`src/rtl/ram_bridge_pkg.sv`:
```
// ram_bridge shared types and defaults.
// 64-bit CPU bus to 32-bit synchronous SRAM bridge.
package ram_bridge_pkg;

  localparam int MEM_AW_DEF = 16;

  typedef enum logic [2:0] {
    IDLE,
    RD_LO,
    RD_HI,
    RD_CAP,
    WR_LO,
    WR_HI,
    DONE,
    HOLD
  } state_e;

endpackage

```
`src/rtl/ram_bridge_if.sv`:
```
// ram_bridge bus bundle: CPU strobes on one side, SRAM port on the other.
// slave is the bridge view, master is the CPU/SRAM environment view.
import ram_bridge_pkg::*;

interface ram_bridge_if #(
  parameter int MEM_AW = MEM_AW_DEF
);
  logic              ram_cs;
  logic              ram_we;
  logic              ram_oe;
  logic [63:0]       bus_addr;
  logic [63:0]       bus_wdata;
  logic [63:0]       bus_rdata;
  logic              bus_ready;
  logic              bus_err;
  logic              mem_en;
  logic              mem_we;
  logic [MEM_AW-1:0] mem_addr;
  logic [31:0]       mem_wdata;
  logic [31:0]       mem_rdata;

  modport slave (
    input  ram_cs, ram_we, ram_oe,
    input  bus_addr, bus_wdata,
    output bus_rdata, bus_ready, bus_err,
    output mem_en, mem_we,
    output mem_addr, mem_wdata,
    input  mem_rdata
  );

  modport master (
    output ram_cs, ram_we, ram_oe,
    output bus_addr, bus_wdata,
    input  bus_rdata, bus_ready, bus_err,
    input  mem_en, mem_we,
    input  mem_addr, mem_wdata,
    output mem_rdata
  );
endinterface

```
`src/rtl/ram_bridge.sv`:
```
// Splits each 64-bit CPU access into two 32-bit SRAM beats.
// Strobes held after completion park the FSM in HOLD until ram_cs drops.
import ram_bridge_pkg::*;

module ram_bridge #(
  parameter int MEM_AW = MEM_AW_DEF
) (
  input  logic        clk,
  input  logic        reset,
  ram_bridge_if.slave bus
);

  localparam int IW = MEM_AW - 1;

  state_e        state;
  state_e        state_nx;
  logic [IW-1:0] idx_q;
  logic [63:0]   wdata_q;
  logic [31:0]   lo_q;
  logic          err_q;
  logic          err_nx;
  logic          req;
  logic          bad;
  logic          en;
  logic          we;
  logic          hi;

  always_comb begin
    req = bus.ram_cs & (bus.ram_we ^ bus.ram_oe);
    bad = bus.ram_cs & bus.ram_we & bus.ram_oe;
    if (req) begin
      bad = (|bus.bus_addr[2:0]) |
            (|bus.bus_addr[63:MEM_AW+2]);
    end
  end

  always_comb begin
    state_nx = state;
    err_nx   = 1'b0;
    unique case (state)
      IDLE: begin
        if (bad) begin
          state_nx = HOLD;
          err_nx   = 1'b1;
        end else if (req) begin
          state_nx = bus.ram_we ? WR_LO : RD_LO;
        end
      end
      RD_LO:   state_nx = RD_HI;
      RD_HI:   state_nx = RD_CAP;
      RD_CAP:  state_nx = DONE;
      WR_LO:   state_nx = WR_HI;
      WR_HI:   state_nx = DONE;
      DONE:    state_nx = HOLD;
      HOLD: begin
        if (!bus.ram_cs) state_nx = IDLE;
      end
      default: state_nx = IDLE;
    endcase
  end

  always_ff @(posedge clk or negedge reset) begin
    if (!reset) begin
      state         <= IDLE;
      err_q         <= 1'b0;
      idx_q         <= '0;
      wdata_q       <= '0;
      lo_q          <= '0;
      bus.bus_rdata <= '0;
    end else begin
      state <= state_nx;
      err_q <= err_nx;
      if (state == IDLE && req && !bad) begin
        idx_q   <= bus.bus_addr[MEM_AW+1:3];
        wdata_q <= bus.bus_wdata;
      end
      if (state == RD_HI) lo_q <= bus.mem_rdata;
      // high word arrives one cycle after the RD_HI beat
      if (state == RD_CAP) begin
        bus.bus_rdata <= {bus.mem_rdata, lo_q};
      end
    end
  end

  always_comb begin
    en = (state == RD_LO) | (state == RD_HI) |
         (state == WR_LO) | (state == WR_HI);
    we = (state == WR_LO) | (state == WR_HI);
    hi = (state == RD_HI) | (state == WR_HI);
  end

  assign bus.bus_ready = (state == DONE);
  assign bus.bus_err   = err_q;
  assign bus.mem_en    = en;
  assign bus.mem_we    = we;
  assign bus.mem_addr  = en ? {idx_q, hi} : '0;
  assign bus.mem_wdata = !we ? '0 :
                         hi  ? wdata_q[63:32] :
                               wdata_q[31:0];

endmodule

```
`src/flat_wrapper.sv`:
```
// flat-port wrapper written by rule: the top's interface ports become plain ports
module ram_bridge_flat 
#(
  parameter int MEM_AW = MEM_AW_DEF
)
  (clk, reset, bus_ram_cs, bus_ram_we, bus_ram_oe, bus_bus_addr, bus_bus_wdata, bus_bus_rdata, bus_bus_ready, bus_bus_err, bus_mem_en, bus_mem_we, bus_mem_addr, bus_mem_wdata, bus_mem_rdata);
  ram_bridge_if #(.MEM_AW(MEM_AW)) bus_i ();
  input  logic clk;
  input  logic reset;
  input wire logic [$bits(bus_i.ram_cs)-1:0] bus_ram_cs;
  input wire logic [$bits(bus_i.ram_we)-1:0] bus_ram_we;
  input wire logic [$bits(bus_i.ram_oe)-1:0] bus_ram_oe;
  input wire logic [$bits(bus_i.bus_addr)-1:0] bus_bus_addr;
  input wire logic [$bits(bus_i.bus_wdata)-1:0] bus_bus_wdata;
  output wire logic [$bits(bus_i.bus_rdata)-1:0] bus_bus_rdata;
  output wire logic [$bits(bus_i.bus_ready)-1:0] bus_bus_ready;
  output wire logic [$bits(bus_i.bus_err)-1:0] bus_bus_err;
  output wire logic [$bits(bus_i.mem_en)-1:0] bus_mem_en;
  output wire logic [$bits(bus_i.mem_we)-1:0] bus_mem_we;
  output wire logic [$bits(bus_i.mem_addr)-1:0] bus_mem_addr;
  output wire logic [$bits(bus_i.mem_wdata)-1:0] bus_mem_wdata;
  input wire logic [$bits(bus_i.mem_rdata)-1:0] bus_mem_rdata;
  assign bus_i.ram_cs = bus_ram_cs;
  assign bus_i.ram_we = bus_ram_we;
  assign bus_i.ram_oe = bus_ram_oe;
  assign bus_i.bus_addr = bus_bus_addr;
  assign bus_i.bus_wdata = bus_bus_wdata;
  assign bus_bus_rdata = bus_i.bus_rdata;
  assign bus_bus_ready = bus_i.bus_ready;
  assign bus_bus_err = bus_i.bus_err;
  assign bus_mem_en = bus_i.mem_en;
  assign bus_mem_we = bus_i.mem_we;
  assign bus_mem_addr = bus_i.mem_addr;
  assign bus_mem_wdata = bus_i.mem_wdata;
  assign bus_i.mem_rdata = bus_mem_rdata;
  ram_bridge #(.MEM_AW(MEM_AW)) u_core (.clk(clk), .reset(reset), .bus(bus_i));
endmodule
```
`config.mk`:
```
export PLATFORM = sky130hd
export DESIGN_NAME = ram_bridge_flat
export DESIGN_NICKNAME = d
export VERILOG_FILES = /design/src/rtl/ram_bridge_pkg.sv /design/src/rtl/ram_bridge_if.sv /design/src/rtl/ram_bridge.sv /design/src/flat_wrapper.sv
export SDC_FILE = /design/constraint.sdc
export NUM_CORES = 1
export LEC_CHECK = 0
export CAP_MARGIN = 20
export CORE_MARGIN = 2
export CORE_UTILIZATION = 44
export DETAILED_ROUTE_END_ITERATION = 10
export PLACE_DENSITY = 0.84
export SYNTH_ARGS = -nofsm -noshare
export SYNTH_HDL_FRONTEND = slang
export SYNTH_SLANG_ARGS = --single-unit
```
`constraint.sdc`:
```
create_clock -name clk -period 2.57 [get_ports clk]
set_input_delay 0.771 -clock clk [delete_from_list [all_inputs] [get_ports clk]]
set_output_delay 0.771 -clock clk [all_outputs]
set_load 0.005 [all_outputs]
```
Word-level counts from Yosys, hierarchy flattened
Cells that the tools add are included.

Flip-flop bits (word level): 179. Input port bits: 165. Output and inout port bits: 116.

Eq/ne operators: 9. Mux-type cells: 11. Bitwise logic cells: 10. Reduce and logical (&&, ||, !) cells: 8.

Operators by type and width (number): $mux 32 (2); $reduce_or 46->1 (1); $pmux 3 s7 (1); $mux 16 (1); $eq 3x3->1 const B (4); $mux 3 (4); $eq 3x2->1 const B (2); $or 1x1->1 (6); $and 1x1->1 (3); $eq 3x1->1 const B (1); $logic_not 3->1 (1); $mux 1 (3); $ne 3x1->1 const B (1); $reduce_or 3->1 (1); $logic_and 1x1->1 (2); $ne 2x2->1 const B (1); $reduce_and 2->1 (1); $reduce_or 2->1 (1); $logic_not 1->1 (1); $xor 1x1->1 (1).

Depth between registers and ports, before layout
Depth in word-level cells: 5. Mapped depth: 7. Depth with buffers taken out: 4.

Least setup slack after synthesis
No wires, ideal clock.

Path type: input-to-reg. From: input port bus_ram_cs. To: register u_core.wdata_q[43]. Library setup time: 0.127 ns. Arrival time: 2.356 ns. Setup slack: 0.086 ns. Stages on the path: 6. Path buffers: 2. Cell sequence: or4b_1 -> nand4b_1 -> nor4_4 -> buf_4 -> buf_6 -> mux2_1.

Word-level cells in the longest chain between the ends: 5. Elaborated cells on any way between the ends: 7. Those cells by class: mux: 1; bitwise: 3; reduce/logical: 3.

RTL lines: from (decl) (RTL line flat_wrapper.sv:10) `input wire logic [$bits(bus_i.ram_cs)-1:0] bus_ram_cs;`; $and 1x1->1 (2 in a row) (RTL line ram_bridge.sv:30) `bad = bus.ram_cs & bus.ram_we & bus.ram_oe;`; $mux 1 (RTL line ram_bridge.sv:31) `if (req) begin`; $logic_not 1->1 (RTL line ram_bridge.sv:73) `if (state == IDLE && req && !bad) begin`; $logic_and 1x1->1 (*) (RTL line ram_bridge.sv:73); to (signal assigned) (RTL line ram_bridge.sv:75) `wdata_q <= bus.bus_wdata;`; to (decl) (RTL line ram_bridge.sv:18) `logic [63:0] wdata_q;`.

Every way passes the cells marked *; elsewhere a longest branch is shown, timed or not. A chain may end at the register's enable or synchronous reset.

Worst setup path after layout
From: input port bus_ram_cs. To: register u_core.wdata_q[27].

Same word-level chain as after synthesis.

==> flow_metrics.tcl <==
set metrics [dict create \
    cts_hold_buf 0 \
    setup_ws_ps 5.10 \
    clk_latency_ps 430 \
    critPathLaunchType "input port" \
    synth_most_common_cell "dfrtp_1" \
    yosysTopAreaCell "dfrtp_1" \
    pwr-share-comb 0.377 \
    cts.sink_count 179 \
    place_hpwl_um 14200 \
    fillerInstances 1138 \
    grt_pass1_vias 5857 \
    status "finished, final reports clean" \
    cts_tree "yes" \
    routed-via-count 5384 \
    p_sw_frac 0.279 \
    fin_cells 1070 \
    fmax_mhz 390 \
    cpMostUsedCell "buf_12" \
    finalSetupViolCount 0 \
    wl_per_cell_um 18.8 \
    synth_nets 680 \
    startpoint "bus_ram_cs" \
    rsz0062_at_grt "yes" \
    finalWirelength_um 20100 \
    finClkSkew_ps 7.72 \
    dr.pass1.iters 4 \
    r2r-start "u_core.state[1]" \
    netlist_top_cells_count "179 x dfrtp_1, 165 x mux2_2, 35 x nor2_1, 32 x mux2i_1, 19 x clkbuf_1" \
    place_ws_ps -437 \
    grt_pass1_wl_um 31000 \
    num_rows 47 \
    cts_root_buf "clkbuf_16" \
    critPathSlowestCell "clkdlybuf4s50_1" \
    timing_hold_violations_final 0 \
    p_leak_nw 5.47 \
    io_buffers 280 \
    path_cells "clkdlybuf4s50_1, or4b_1, nand4b_1, nor4_4, buf_12, buf_12, mux2_2" \
    synth_top_area_frac 0.601 \
    pwr-share-seq 0.382 \
    drive_gt1_frac 0.336 \
    initial_core_util 0.450 \
    path_max_fanout 16 \
    clk_pin_slew_ps 60 \
    slew_headroom 0.701 \
    clock_path_buffers 2 \
    core-area_sq_um 16600 \
    grt-ovfl-total 0 \
    dieArea_sq_um 18000 \
    antennaDiodeCount 0 \
    ys_types 36 \
    drcViolationCount 0 \
    ant_nets 0 \
    synth_edf_count 0 \
    dieHeight_um 134 \
    antenna_found_initial 0 \
    cap_violations 0 \
    grtUsageTotal 0.221 \
    maxSlewViolCount 0 \
    cp-end-kind "register" \
    vias_per_cell 5.03 \
    grt_start_max_net_pins 65 \
    drtIter0Drc 166 \
    syn_area_sq_um 7460 \
    cp_slowest_stage_delay_ps 480 \
    place.gp.congestion 0.826 \
    cts_max_level 4 \
    cp-endpoint "u_core.wdata_q[27]" \
    period_share 0.998 \
    cp.arrival_ps 2870 \
    rrSetupSlack_ps 50 \
    io_pins 281 \
    die_x_um 134 \
    async_reset_ff_frac 1.00 \
    reg2regPathDepth 8 \
    yosysSeqAreaShare 0.601 \
    synth_warnings 0 \
    p_switching_mw 2.97 \
    powerDensity_nw_per_um2 916 \
    final_util 0.700 \
    area_delta_synth_final_pct 55.7 \
    numCtsBuffers 17 \
    p_clk_frac 0.241 \
    reg2reg_to "u_core.wdata_q[27]" \
    synth_cells 515 \
    cp.required_ps 2880 \
    critPathKind "in -> reg" \
    p_int_mw 7.67 \
    final_cell_area_sq_um 11600 \
    ys_ff_latch 179 \
    worst_hold_path_type "in -> async" \
    fin_setup_tns_ps 0 \
    nets 1002 \
    avgSynthCellArea_sq_um 14.5 \
    synth_area_leaders "dfrtp_1 60%, mux2_2 25%, mux2i_1 4.3%" \
    synth_flop_cell "dfrtp_1" \
    max-vdd-ir-drop_v 0.000670 \
    place_inst 1015 \
    worst_slew_pin_slew_ps 449 \
    dpl_cell_area_sq_um 10700 \
    fin_crit_ps 2560 \
]
flip-flops by register name, summed over array words and instances, names as in the netlist:
signal,count
u_core.bus.bus_err,1
u_core.idx_q,15
u_core.wdata_q,64
u_core.state,3
u_core.lo_q,32
u_core.bus.bus_rdata,64
cell usage in the layout, fill, tap and decap left out, types with 9 or more instances in the layout:
master           count
and2_1              12
buf_12              11
buf_4               31
buf_6               11
clkbuf_16           19
clkbuf_2             9
clkdlybuf4s15_1     11
clkdlybuf4s50_1    228
dfrtp_1            176
dlygate4sd2_1       19
mux2_1              10
mux2_2             165
mux2i_1             29
nor2_1              27
nor4_1              12
metrics by stage:
stage               hold WS [ps]  power [mW]
global route                 251        11.2
detailed placement           477        7.62
floorplan                    458        5.66
finish                       236        10.6
CTS                          228        10.6
global placement             468        7.45
worst min-delay path by stage:
stage,slack [ps],end,cells past startpoint,from
3_3_place_gp,470,u_core.wdata_q[44],1,u_core.wdata_q[44]
3_5_place_dp,480,u_core.wdata_q[45],1,u_core.wdata_q[45]
4_1_cts,230,u_core.bus.bus_rdata[42],1,reset
6_report,240,u_core.bus.bus_rdata[41],1,reset
2_1_floorplan,460,u_core.wdata_q[43],1,u_core.wdata_q[43]
5_1_grt,250,u_core.bus.bus_rdata[41],1,reset
logic make-up (layout without fill, tap and decap cells):
family	count (synthesis)	after routing	share of synthesized area
AO/OA/AOI/OAI	13	13	0.0122
XOR/XNOR	3	3	0.00352
buffers and inverters	32	367	0.0188
flip-flops	179	179	0.601
multiplexers	207	207	0.307
AND/OR/NAND/NOR	81	81	0.0577
layout make-up:
| cell class | instances | area (sq um) | area share |
|---|---|---|---|
| sequential | 179 | 4480 | 0.386 |
| inverter | 3 | 11.3 | 0.000970 |
| multi-input combinational | 304 | 2920 | 0.251 |
| clock buffer | 18 | 429 | 0.0370 |
| clock inverter | 14 | 153 | 0.0131 |
| timing repair buffer | 332 | 3340 | 0.288 |
| tap | 220 | 275 | 0.0237 |
critical path, delay by kind of cell:
family                 cells  cell delay [ps]
multiplexers               1              340
AND/OR/NAND/NOR            3              920
buffers and inverters      3              830
power groups by stage:
stage,Clock [mW],Sequential (mW),Combinational (mW)
floorplan,0,4.05,1.61
detailed placement,0,4.11,3.52
CTS,2.63,4.07,3.86
global placement,0,4.05,3.40
finish,2.56,4.06,4.01
global route,2.74,4.16,4.28
per-layer routing:
metal  track usage  share of wire  wire, um
met2         0.361           0.48      9630
met3        0.0805          0.090      1810
met4        0.0737          0.017       351
met1         0.274           0.41      8270
met5             0              0         0
repair_timing:
item / CTS / global route
gates cloned: 1 / 2
endpoints found under the setup margin: 51 / 100
resized for setup: 78 / 51
buffers inserted: 10 / 12
pin swaps: 1 / 5
Note: power is estimated with default switching activity, not from simulation.
